File: config.mk
export PLATFORM = sky130hd
export DESIGN_NAME = meter_countdown
export DESIGN_NICKNAME = d
export VERILOG_FILES = /design/src/rtl/meter_countdown_pkg.sv /design/src/rtl/meter_bin2bcd.sv /design/src/rtl/meter_countdown.sv
export SDC_FILE = /design/constraint.sdc
export NUM_CORES = 1
export LEC_CHECK = 0
export CELL_PAD_IN_SITES_DETAIL_PLACEMENT = 1
export CELL_PAD_IN_SITES_GLOBAL_PLACEMENT = 1
export CORE_MARGIN = 10
export CORE_UTILIZATION = 38
export CTS_CLUSTER_SIZE = 20
export DETAILED_ROUTE_END_ITERATION = 6
export HOLD_SLACK_MARGIN = 0.05
export PLACE_DENSITY = 0.85
export SLEW_MARGIN = 10
export SYNTH_ARGS = -nofsm -noshare
export SYNTH_HDL_FRONTEND = slang
export SYNTH_SLANG_ARGS = --single-unit
File: constraint.sdc
create_clock -name clk_1Hz -period 2.8 [get_ports clk_1Hz]
set_clock_uncertainty 0.05 [all_clocks]
set_input_delay 0.56 -clock clk_1Hz [delete_from_list [all_inputs] [get_ports clk_1Hz]]
set_output_delay 0.56 -clock clk_1Hz [all_outputs]
set_load 0.01 [all_outputs]
File: src/rtl/meter_countdown_pkg.sv
// Shared definitions for the parking-meter countdown: state encodings, coin values,
// and helpers used by meter_countdown and the display driver.
package meter_countdown_pkg;

  localparam int unsigned TIME_W = 14;
  localparam int unsigned BCD_W  = 16;

  localparam int unsigned COIN_60  = 60;
  localparam int unsigned COIN_120 = 120;
  localparam int unsigned COIN_180 = 180;
  localparam int unsigned COIN_300 = 300;

  typedef enum logic [1:0] {
    ST_EXPIRED = 2'd0,
    ST_LOW     = 2'd1,
    ST_RUN     = 2'd2
  } meter_state_e;

  // Total credit of all coins seen in one cycle; at most 660, so 10 bits suffice.
  function automatic logic [9:0] coin_sum(input logic a60, input logic a120,
                                          input logic a180, input logic a300);
    coin_sum = (a60  ? 10'(COIN_60)  : 10'd0)
             + (a120 ? 10'(COIN_120) : 10'd0)
             + (a180 ? 10'(COIN_180) : 10'd0)
             + (a300 ? 10'(COIN_300) : 10'd0);
  endfunction

  function automatic meter_state_e state_of(input logic [TIME_W-1:0] t,
                                            input logic [TIME_W-1:0] low);
    if (t == '0)
      state_of = ST_EXPIRED;
    else if (t < low)
      state_of = ST_LOW;
    else
      state_of = ST_RUN;
  endfunction

endpackage

File: src/rtl/meter_bin2bcd.sv
// Combinational double-dabble: 14-bit binary to four BCD digits (thousands in [15:12]).
module meter_bin2bcd (
  input  logic [13:0] bin,
  output logic [15:0] bcd
);

  logic [29:0] sr;

  always_comb begin
    sr = {16'b0, bin};
    for (int unsigned i = 0; i < 14; i++) begin
      for (int unsigned d = 0; d < 4; d++) begin
        if (sr[14 + 4*d +: 4] >= 4'd5)
          sr[14 + 4*d +: 4] = sr[14 + 4*d +: 4] + 4'd3;
      end
      sr = sr << 1;
    end
    bcd = sr[29:14];
  end

endmodule

File: src/rtl/meter_countdown.sv
// Parking-meter countdown: coin credit, presets, 1 Hz decrement and blink control.
// Optional registered BCD output when METER_BCD_OUT_EN is defined.
module meter_countdown
  import meter_countdown_pkg::*;
#(
  parameter int unsigned MAX_TIME   = 9999,
  parameter int unsigned LOW_THRESH = 180,
  parameter int unsigned PRESET_A   = 15,
  parameter int unsigned PRESET_B   = 150
) (
  input  logic        clk_1Hz,
  input  logic        rst,
  input  logic        add_60,
  input  logic        add_120,
  input  logic        add_180,
  input  logic        add_300,
  input  logic        preset_a,
  input  logic        preset_b,
  output logic [13:0] time_left,
  output logic [1:0]  state,
  output logic        display_on,
  output logic        expired
`ifdef METER_BCD_OUT_EN
  ,
  output logic [15:0] bcd_out
`endif
);

  localparam logic [15:0]       MAX_SUM = 16'(MAX_TIME);
  localparam logic [TIME_W-1:0] MAX_T   = TIME_W'(MAX_TIME);
  localparam logic [TIME_W-1:0] LOW_T   = TIME_W'(LOW_THRESH);
  localparam logic [TIME_W-1:0] PRE_A   = TIME_W'(PRESET_A);
  localparam logic [TIME_W-1:0] PRE_B   = TIME_W'(PRESET_B);

  meter_state_e      state_q, state_nxt;
  logic [TIME_W-1:0] time_nxt;
  logic              disp_nxt;
  logic [9:0]        coins;
  logic [15:0]       sum;

  always_comb begin
    coins    = coin_sum(add_60, add_120, add_180, add_300);
    sum      = {2'b00, time_left} + {6'b0, coins};
    time_nxt = time_left;
    if (preset_b)
      time_nxt = PRE_B;
    else if (preset_a)
      time_nxt = PRE_A;
    else if (coins != '0)
      time_nxt = (sum > MAX_SUM) ? MAX_T : sum[TIME_W-1:0];
    else if (time_left != '0)
      time_nxt = time_left - 14'd1;

    // State is re-derived from the next count every edge, so an illegal
    // register value can never persist beyond one cycle.
    state_nxt = state_of(time_nxt, LOW_T);

    disp_nxt = 1'b1;
    case (state_nxt)
      ST_RUN:  disp_nxt = 1'b1;
      ST_LOW:  disp_nxt = ~time_nxt[0];
      default: disp_nxt = (state_q == ST_EXPIRED) ? ~display_on : 1'b1;
    endcase
  end

  always_ff @(posedge clk_1Hz or posedge rst) begin
    if (rst) begin
      time_left  <= '0;
      state_q    <= ST_EXPIRED;
      display_on <= 1'b1;
    end else begin
      time_left  <= time_nxt;
      state_q    <= state_nxt;
      display_on <= disp_nxt;
    end
  end

  assign state   = state_q;
  assign expired = (state_q == ST_EXPIRED);

`ifdef METER_BCD_OUT_EN
  logic [15:0] bcd_nxt;

  meter_bin2bcd u_bin2bcd (
    .bin (time_nxt),
    .bcd (bcd_nxt)
  );

  always_ff @(posedge clk_1Hz or posedge rst) begin
    if (rst)
      bcd_out <= '0;
    else
      bcd_out <= bcd_nxt;
  end
`endif

endmodule

== Word-level counts from Yosys, hierarchy flattened ==
Index checks and enable logic that the tools add are counted.

* Add/subtract/negate cells: 5
* Multiply operators: 0
* Div/mod/pow operators: 0
* $lt $le $gt $ge: 2
* Eq/ne operators: 2
* Shift operators: 0
* Muxes and demuxes: 13
* Bitwise logic cells: 2
* Reductions and logical operators: 4

{| class="wikitable"
|+ Operators with widths
! operator !! count
|-
| 2-to-1 mux 14 bit || 5
|-
| adder 14 x 10 -> 15 bit || 1
|-
| > comparator 15 x 14 -> 1 bit, second input constant || 1
|-
| logical NOT 14 bit || 1
|-
| less-than comparator 14 x 8 -> 1 bit, second input constant || 1
|-
| nonzero test 14 bit || 1
|-
| subtractor 14 x 1 -> 14 bit, second input constant || 1
|-
| adder 9 x 9 -> 10 bit || 1
|-
| nonzero test 10 bit || 1
|-
| adder 8 x 8 -> 9 bit || 1
|-
| 2-to-1 mux 9 bit || 1
|-
| adder 6 x 7 -> 8 bit || 1
|-
| 2-to-1 mux 8 bit || 1
|-
| 2-to-1 mux 7 bit || 1
|-
| 2-to-1 mux 6 bit || 1
|-
| 2-to-1 mux 2 bit || 2
|-
| == test 2 x 1 -> 1 bit, second input constant || 1
|-
| == test 2 bit, second input constant || 1
|-
| logical NOT 2 bit || 1
|-
| inverter 1 bit || 2
|-
| one-hot mux 1 bit (2 select lines) || 1
|-
| 2-to-1 mux 1 bit || 1
|}

* Flip-flop bits (word level): 17
* Latch bits: 0
* RAM bits: 0
* ROM bits: 0
* Input port bits: 8
* Output and inout port bits: 18
* Word-level logic and storage cells: 31
* Memories: 0

== Longest topological paths before layout ==
Gate-level depths: netlist (run 1).

* Depth in word-level cells: 15
* Mapped depth: 17
* Depth with buffers taken out: 17

== Worst setup path after synthesis (run 1) ==
Ideal clock, no wire load.

* Kind: input port to flip-flop
* From: in add_60
* To: reg state_q[1] (netlist: state[1])
* Library setup time: 0.141 ns
* Arrival time: 4.665 ns
* Required time: 2.609 ns
* Setup slack: -2.056 ns
* Stages: 16
* Path buffers: 0
* Path through: fa_1 fa_1 fa_1 a21o_1 a21oi_1 xnor2_1 ha_1 a211oi_1 o22ai_1 or2_2 nor3_1 a31oi_1 o21ai_0 a31oi_1 nor4_2 o21ai_0

* Cells in the longest elaborated chain, start to end: 13
* Elaborated cells on any way between the ends: 15
* Classes of those cells: 4 x add/sub; 2 x order compare; 7 x mux; 2 x reduce/logical

{| class="wikitable"
|+ RTL lines
! what !! RTL line !! source
|-
| from (decl) || meter_countdown.sv:13 || <nowiki>input logic add_60,</nowiki>
|-
| 2-to-1 mux 6 bit * || meter_countdown_pkg.sv:22 || <nowiki>coin_sum = (a60 ? 10'(COIN_60) : 10'd0)</nowiki>
|-
| adder 6 x 7 -> 8 bit * || meter_countdown_pkg.sv:23 || <nowiki>+ (a120 ? 10'(COIN_120) : 10'd0)</nowiki>
|-
| adder 8 x 8 -> 9 bit * || meter_countdown_pkg.sv:24 || <nowiki>+ (a180 ? 10'(COIN_180) : 10'd0)</nowiki>
|-
| adder 9 x 9 -> 10 bit * || meter_countdown_pkg.sv:25 || <nowiki>+ (a300 ? 10'(COIN_300) : 10'd0);</nowiki>
|-
| adder 14 x 10 -> 15 bit || meter_countdown.sv:43 || <nowiki>sum = {2'b00, time_left} + {6'b0, coins};</nowiki>
|-
| > comparator 15 x 14 -> 1 bit || meter_countdown.sv:50 || <nowiki>time_nxt = (sum > MAX_SUM) ? MAX_T : sum[TIME_W-1:0];</nowiki>
|-
| 2-to-1 mux 14 bit || meter_countdown.sv:50 ||
|-
| 2-to-1 mux 14 bit * || meter_countdown.sv:49 || <nowiki>else if (coins != '0)</nowiki>
|-
| 2-to-1 mux 14 bit * || meter_countdown.sv:47 || <nowiki>else if (preset_a)</nowiki>
|-
| 2-to-1 mux 14 bit * || meter_countdown.sv:45 || <nowiki>if (preset_b)</nowiki>
|-
| net time_nxt[10] || meter_countdown.sv:36 || <nowiki>logic [TIME_W-1:0] time_nxt;</nowiki>
|-
| less-than comparator 14 x 8 -> 1 bit || meter_countdown_pkg.sv:32 || <nowiki>else if (t < low)</nowiki>
|-
| 2-to-1 mux 2 bit || meter_countdown_pkg.sv:32 ||
|-
| 2-to-1 mux 2 bit * || meter_countdown_pkg.sv:30 || <nowiki>if (t == '0)</nowiki>
|-
| net state_nxt[1] || meter_countdown.sv:35 || <nowiki>meter_state_e state_q, state_nxt;</nowiki>
|-
| to (signal assigned) || meter_countdown.sv:73 || <nowiki>state_q <= state_nxt;</nowiki>
|-
| to (decl) || meter_countdown.sv:35 ||
|}

Mark *: on every way through the listed nets, which the timed path passes. The rest lies on a longest branch.

== Worst setup path after layout (run 1) ==
* From: in add_300
* To: reg state_q[0] (netlist: state[0])

* Cells in the longest elaborated chain, start to end: 11
* Elaborated cells on any way between the ends: 13
* Classes of those cells: 2 x add/sub; 2 x order compare; 7 x mux; 2 x reduce/logical

{| class="wikitable"
|+ RTL lines
! what !! RTL line !! source
|-
| from (decl) || meter_countdown.sv:16 || <nowiki>input logic add_300,</nowiki>
|-
| 2-to-1 mux 9 bit * || meter_countdown_pkg.sv:25 ||
|-
| adder 9 x 9 -> 10 bit * || meter_countdown_pkg.sv:25 ||
|-
| adder 14 x 10 -> 15 bit || meter_countdown.sv:43 ||
|-
| > comparator 15 x 14 -> 1 bit || meter_countdown.sv:50 ||
|-
| 2-to-1 mux 14 bit || meter_countdown.sv:50 ||
|-
| 2-to-1 mux 14 bit * || meter_countdown.sv:49 ||
|-
| 2-to-1 mux 14 bit * || meter_countdown.sv:47 ||
|-
| 2-to-1 mux 14 bit * || meter_countdown.sv:45 ||
|-
| less-than comparator 14 x 8 -> 1 bit || meter_countdown_pkg.sv:32 ||
|-
| 2-to-1 mux 2 bit || meter_countdown_pkg.sv:32 ||
|-
| 2-to-1 mux 2 bit * || meter_countdown_pkg.sv:30 ||
|-
| net state_nxt[0] || meter_countdown.sv:35 ||
|}

Marked as above.

==> flow_metrics.env, run 1 <==
export IMPL_outcome="finished, violations left"
export IMPL_violations="negative setup slack"
export IMPL_drv_slew=0
export IMPL_track_usage_pct=25.84
export IMPL_synth_warning_count=0
export IMPL_final_antenna_net_count=0
export IMPL_clock_sinks=17
export IMPL_cts_hold_buffers=0
export IMPL_first_pass_iters=5
export IMPL_synth_fp_nets=313
export IMPL_die_area_um2=9285
export IMPL_ir_worst_vdd_mv=0.8114
export IMPL_place_inst=437
export IMPL_critical_path_slowest_cell="nor4b_1"
export IMPL_combPwrFrac_pct=83.2
export IMPL_initial_utilization_pct=39.75
export IMPL_synth_largest_area_cell="dfrtp_1"
export IMPL_n_antenna_cell=0
export IMPL_async_reset_ff_share_pct=100.0
export IMPL_seqPwrFrac_pct=10.9
export IMPL_worstSetupEndpointType="flop"
export IMPL_cp_data_required_time_ns=2.91
export IMPL_route_detailed_vias_per_inst=6.865
export IMPL_io_buffer_count=25
export IMPL_worstSetupPathType="input port to flop"
export IMPL_cts_buffers=3
export IMPL_synth_seq_area_share_pct=19.25
export IMPL_leakage_nw=1.563
export IMPL_core_area_um2=5574
export IMPL_fin_tns_setup_ns=-33.48
export IMPL_critPathArrivalTime_ns=5.13
export IMPL_wl_um=14170
export IMPL_p_int_mw=1.714
export IMPL_die_w_um=96.36
export IMPL_yosys_area_share_adder_pct=16.71
export IMPL_drc=0
export IMPL_max_freq_mhz=199.4
export IMPL_cts_tree="yes"
export IMPL_power_frac_clock_pct=5.9
export IMPL_max_slew_worst_pin_slew_ns=0.7891
export IMPL_grt_max_degree=18
export IMPL_grt_remaining_overflow=0
export IMPL_via_count=3158
export IMPL_routedWlPerCell_um=30.80
export IMPL_synth_edff_count=0
export IMPL_layout_drive_gt1_share_pct=46.13
export IMPL_synth_xor_area_share_pct=6.324
export IMPL_syn_area_um2=2216
export IMPL_layout_setup_ws_ns=-2.216
export IMPL_hold_violations=0
export IMPL_ys_ff_latch=17
export IMPL_io_pin_count=26
export IMPL_design_area_um2=3812
export IMPL_slew_headroom_pct=47.34
export IMPL_hpwl_um=7402
export IMPL_die_height_um=96.36
export IMPL_maxCapViolations=0
export IMPL_rsz0062_at_grt="yes"
export IMPL_clk_latency_ns=0.27
export IMPL_clock_path_buffers=2
export IMPL_grt_pass1_wl_um=18370
export IMPL_grt_antenna_before_repair=0
export IMPL_power_density_nw_per_um2=932.4
export IMPL_cts_root_buf="clkbuf_8"
export IMPL_synthToLayoutAreaGrowth_pct=72.05
export IMPL_dpl_instance_area_um2=3109
export IMPL_synth_simple_area_share_pct=27.44
export IMPL_slowest_delay_ns=0.45
export IMPL_drtIter0Drc=266
export IMPL_syn_inst=279
export IMPL_grt_pass1_vias=3271
export IMPL_setup_violations=17
export IMPL_nets=423
export IMPL_avgSynthCellArea_um2=7.942
export IMPL_synth_top_family_by_area="simple AND/OR/NAND/NOR gates"
export IMPL_synth_top_area_share_pct=18.07
export IMPL_fin_crit_sh_pct=179.1
export IMPL_synth_area_mux_share_pct=2.767
export IMPL_ys_types=55
export IMPL_fin_crit_ns=5.016
export IMPL_std_cell_rows=27
export IMPL_synth_compound_area_share_pct=23.04
export IMPL_htreeDepth=1
export IMPL_crit_path_start_kind="input port"
export IMPL_finalNonFillerCells=460
export IMPL_gp_congestion=0.8633
export IMPL_switching_share_pct=51.77
export IMPL_path_clk_slew_ns=0.09
export IMPL_crit_top_cell="buf_4"
export IMPL_switchingPower_mw=1.840
export IMPL_synthTopCellsByArea="dfrtp_1, ha_1, fa_1"
export IMPL_synthFlopType="dfrtp_1"
export IMPL_cp_max_fo=7
export IMPL_holdCritPathClass="input port to async pin"
export IMPL_cp_cell_sequence="dlygate4sd2_1, buf_4, fa_1, ha_2, ha_4, fa_2, a21o_1, a21oi_2, xnor2_2, buf_4, buf_4, buf_4, nor4_4, buf_4, buf_4, nor4b_1, a31oi_1, a41oi_4, nor4_4, buf_4, o21a_1"
export IMPL_final_util_pct=68.40
-- state kept, by name, indices dropped and copies added (netlist names) --
name        count
time_left      14
display_on      1
state           2
-- cell usage after synthesis, types with 4 or more instances --
master / instances
nor2_1: 30
ha_1: 20
nand3_1: 6
o21a_1: 4
nor2b_1: 6
o211ai_1: 5
or4_1: 5
nor4_1: 4
dfrtp_1: 16
buf_2: 4
mux2i_1: 5
xnor2_1: 11
xor2_1: 5
a21o_1: 5
clkbuf_1: 5
nor3_1: 7
inv_1: 13
or2_2: 4
a31oi_1: 8
fa_1: 6
nand2b_1: 10
a21oi_1: 17
o21ai_0: 14
nand2_1: 24
-- power by group through the flow --
stage                     combinational (mW)  clock, mW  sequential [mW]
final                                   2.96      0.209            0.388
after CTS                               2.44      0.198            0.372
after global routing                    3.04      0.217            0.386
after floorplan                         1.12          0            0.392
after global placement                  2.02          0            0.367
after detailed placement                2.17          0            0.367
-- cell type report --
cell class	count	area, um2
Tap cell	72	90.09
Clock buffer	3	41.29
Multi-Input combinational cell	239	2238
Clock inverter	1	7.507
Fill cell	623	1762
Inverter	13	48.80
Timing Repair Buffer	115	959.7
Sequential cell	17	426.7
-- cells by family (layout without fill, tap and decap cells) --
| family | after synthesis | in the layout |
|---|---|---|
| simple gates | 113 | 113 |
| fa+ha+maj | 26 | 26 |
| buf+inv | 23 | 132 |
| flops | 17 | 17 |
| mux | 6 | 6 |
| xor+xnor | 16 | 16 |
| compound gates | 78 | 78 |
-- cell usage in the layout, fill, tap and decap left out, types with 5 or more instances in the layout --
cell type        count
a21o_1               5
a21oi_1              9
a21oi_2              9
buf_4               81
buf_6               10
clkdlybuf4s50_1     21
dfrtp_1             16
ha_1                 9
ha_4                 9
inv_1               12
nand2_1             23
nand2b_1             9
nor2_1              25
o211ai_1             5
o21ai_0              7
xnor2_1              5
-- routing by layer --
layer,GRT usage (%),wire [um],vias to the layer above
met2,46.30,6721,250
met3,4.591,1149,115
met4,11.86,1038,0
met5,0,0,-
li1,-,-,1244
met1,29.01,5260,1549
-- final timing paths --
check                              from            end  slack (ns)  cells after the start
setup / recovery                add_300       state[0]       -2.22                     21
hold / removal                      rst   time_left[6]        0.72                      2
setup reg to reg           time_left[5]       state[0]       -0.89                     11
hold reg to reg              display_on     display_on        0.73                      3
max in group asynchronous           rst  time_left[11]        1.48                      2
min in group clk_1Hz         display_on     display_on        0.73                      3
-- what timing repair did --
| item | in CTS | in global routing |
|---|---|---|
| gates resized for setup | 66 | 43 |
| endpoints found under the setup margin | 17 | 17 |
| setup buffers | 14 | 7 |
| endpoints found under the hold margin | 0 | 0 |
| pin swaps | 33 | 20 |
-- worst max-delay path, delay by kind of cell --
kind / cells / cell delay (ns)
buffers and inverters: 8 / 1.38
adders and majority gates: 4 / 1.17
AOI/OAI and AO/OA: 5 / 1.07
and+or+nand+nor: 3 / 0.80
xor gates and xnor gates: 1 / 0.13
-- metrics by stage --
step,setup WS (ns),hold slack [ns],power [mW]
after global routing,-2.283,0.7393,3.647
after global placement,-2.540,0.6342,2.385
after floorplan,-1.698,0.4353,1.510
final,-2.216,0.7153,3.555
after detailed placement,-2.732,0.6583,2.533
after CTS,-1.793,0.6630,3.011
Power figures use the tool's default switching activity.
==> run 2, diff against run 1 <==
--- a/config.mk
+++ b/config.mk
@@ -9,9 +9,10 @@
 export CELL_PAD_IN_SITES_GLOBAL_PLACEMENT = 1
 export CORE_MARGIN = 10
 export CORE_UTILIZATION = 38
-export CTS_CLUSTER_SIZE = 20
+export CTS_CLUSTER_SIZE = 10
 export DETAILED_ROUTE_END_ITERATION = 6
 export HOLD_SLACK_MARGIN = 0.05
+export MAX_ROUTING_LAYER = met4
 export PLACE_DENSITY = 0.85
 export SLEW_MARGIN = 10
 export SYNTH_ARGS = -nofsm -noshare
==> run 2 against run 1 <==
Compared with the run above: the flow still finishes with violations (negative setup slack); non-clock buffer count unchanged; register-to-register slack improved by 0.16 ns; setup slack got worse by 0.041 ns; wire length increased by 3.2%; critical path depth decreased by 2; die area unchanged; cell area about the same; clock-buffer cell count unchanged; largest power group unchanged.
==> flow_metrics.env, run 2 (synthesized netlist as in run 1, its figures left out) <==
export IMPL_max_slew_worst_pin_slew_ns=0.7656
export IMPL_grt_pass1_wl_um=18310
export IMPL_cp_top_family="adder cells"
export IMPL_wl_um=14630
export IMPL_via_count=3177
export IMPL_drc=0
export IMPL_final_cell_mix="buf_4, nor2_1, nand2_1, clkdlybuf4s50_1, dfrtp_1"
export IMPL_hold_violations=0
export IMPL_cp_cell_sequence="buf_8, fa_2, fa_2, fa_2, a21o_1, a21oi_2, xnor2_2, ha_4, nand4_1, nor4_4, o211ai_1, buf_4, xnor2_4, buf_4, o21ai_4, a31oi_4, nor4_4, buf_6, o21a_1"
export IMPL_violations="negative setup slack"
export IMPL_htreeDepth=1
export IMPL_cts_hold_buffers=0
export IMPL_seq_area_um2=426.7
export IMPL_route_detailed_vias_per_inst=6.907
export IMPL_grt_max_degree=18
export IMPL_p_total_mw=3.593
export IMPL_place_inst=437
export IMPL_n_antenna_cell=0
export IMPL_rsz0062_at_grt="yes"
export IMPL_worstSetupPathType="input port to flop"
export IMPL_grt_remaining_overflow=0
export IMPL_power_density_nw_per_um2=941.8
export IMPL_layout_drive_gt1_share_pct=46.13
export IMPL_hold_slack_ns=0.6908
export IMPL_seqPwrFrac_pct=10.9
export IMPL_die_w_um=96.36
export IMPL_drv_slew=0
export IMPL_die_area_um2=9285
export IMPL_std_cell_rows=27
export IMPL_die_height_um=96.36
export IMPL_drtIter0Drc=336
export IMPL_clock_path_buffers=2
export IMPL_power_frac_clock_pct=5.8
export IMPL_nets=423
export IMPL_routedWlPerCell_um=31.80
export IMPL_layout_setup_ws_ns=-2.256
export IMPL_leakage_nw=1.563
export IMPL_crit_path_start_kind="input port"
export IMPL_critical_path_slowest_cell="fa_2"
export IMPL_initial_utilization_pct=39.75
export IMPL_grt_pass1_vias=3281
export IMPL_cp_max_fo=4
export IMPL_switchingPower_mw=1.864
export IMPL_combPwrFrac_pct=83.3
export IMPL_clk_latency_ns=0.27
export IMPL_worstSetupEndpointType="flop"
export IMPL_slowest_delay_ns=0.63
export IMPL_finalNonFillerCells=460
export IMPL_holdCritPathClass="flop to flop"
export IMPL_gp_congestion=0.8772
export IMPL_final_antenna_net_count=0
export IMPL_first_pass_iters=5
export IMPL_track_usage_pct=26.55
export IMPL_ir_worst_vdd_mv=0.6695
export IMPL_cts_buffers=3
export IMPL_multiInputGateArea_um2=2248
export IMPL_fillCellCount=603
export IMPL_io_buffer_count=25
export IMPL_cts_tree="yes"
export IMPL_cp_data_required_time_ns=2.96
export IMPL_layout_commonest_cell="buf_4"
export IMPL_grt_antenna_before_repair=0
export IMPL_regMostFlops="time_left"
export IMPL_fin_crit_sh_pct=180.6
export IMPL_hpwl_um=7402
export IMPL_largest_reg_flops=14
export IMPL_max_freq_mhz=197.8
export IMPL_path_clk_slew_ns=0.09
export IMPL_slew_headroom_pct=48.90
export IMPL_crit_top_cell="fa_2"
export IMPL_core_area_um2=5574
export IMPL_outcome="finished, violations left"
export IMPL_cts_root_buf="clkbuf_8"
export IMPL_maxCapViolations=0
export IMPL_synthToLayoutAreaGrowth_pct=72.16
export IMPL_p_int_mw=1.729
export IMPL_fin_crit_ns=5.056
export IMPL_setup_violations=17
export IMPL_critPathArrivalTime_ns=5.21
export IMPL_clock_sinks=17
export IMPL_switching_share_pct=51.89
export IMPL_fin_tns_setup_ns=-34.75
export IMPL_crit_buf_inv=4
export IMPL_io_pin_count=26
-- run 2: cell count changes in the layout (fill, tap and decap cells not counted) --
cell,previous run,this run
buf_4,81,83
buf_6,10,8
o311ai_2,1,0
o311ai_4,0,1
-- run 2: area by class of cell --
class                      count  share of cell area, %
clock buffer                   3                  1.082
clock inverter                 1                 0.1968
inverter                      13                  1.279
multi-input combinational    239                  58.94
sequential                    17                  11.18
tap                           72                  2.361
timing repair buffer         115                  24.96
-- run 2: worst reg2reg max path, delay by kind of cell (launching register included) --
| kind | cells | cell delay (ns) |
|---|---|---|
| xor+xnor | 1 | 0.21 |
| buf+inv | 3 | 0.46 |
| flops | 1 | 0.39 |
| compound gates | 6 | 1.16 |
| simple gates | 2 | 0.57 |
| fa+ha+maj | 2 | 0.64 |
-- run 2: power by group through the flow --
stage / clock network (mW) / logic (mW) / registers [mW]
5_1_grt: 0.214 / 3.06 / 0.390
6_report: 0.208 / 2.99 / 0.392
2_1_floorplan: 0 / 1.12 / 0.392
3_5_place_dp: 0 / 2.17 / 0.367
3_3_place_gp: 0 / 2.02 / 0.367
4_1_cts: 0.198 / 2.44 / 0.372
-- run 2: final timing paths --
kind / from / to / slack (ns) / cells after the start
setup / recovery: add_60 / state[0] / -2.26 / 19
max in group asynchronous: rst / time_left[12] / 1.50 / 2
setup reg to reg: time_left[2] / state[0] / -0.73 / 14
hold / removal: display_on / display_on / 0.69 / 3
hold reg to reg: display_on / display_on / 0.69 / 3
min in group asynchronous: rst / time_left[1] / 0.71 / 2
-- run 2: per-layer routing --
layer | share of wire, % | global-route usage, %
met5 | 0 | -
met2 | 47 | 46.19
met3 | 7.6 | 3.735
met1 | 38 | 29.38
met4 | 7.0 | 12.11
-- run 2: metrics by stage --
step	setup slack, ns	util (%)	area (um2)
6_report	-2.256	68.44	3815
3_5_place_dp	-2.732	55.78	3109
4_1_cts	-1.793	62.96	3510
5_1_grt	-2.302	68.44	3815
3_3_place_gp	-2.540	55.78	3109
2_1_floorplan	-1.698	-	2286
-- run 2: what timing repair did --
action	CTS	global route
cloned	0	0
setup buffers	14	5
endpoints found under the setup margin	17	17
pin swaps	33	22
gates resized for setup	66	42
==> run 3, diff against run 2 <==
--- a/config.mk
+++ b/config.mk
@@ -5,6 +5,7 @@
 export SDC_FILE = /design/constraint.sdc
 export NUM_CORES = 1
 export LEC_CHECK = 0
+export CAP_MARGIN = 20
 export CELL_PAD_IN_SITES_DETAIL_PLACEMENT = 1
 export CELL_PAD_IN_SITES_GLOBAL_PLACEMENT = 1
 export CORE_MARGIN = 10
==> results of run 3 <==
The final DEF is identical to that of run 2; final timing and power are the same.
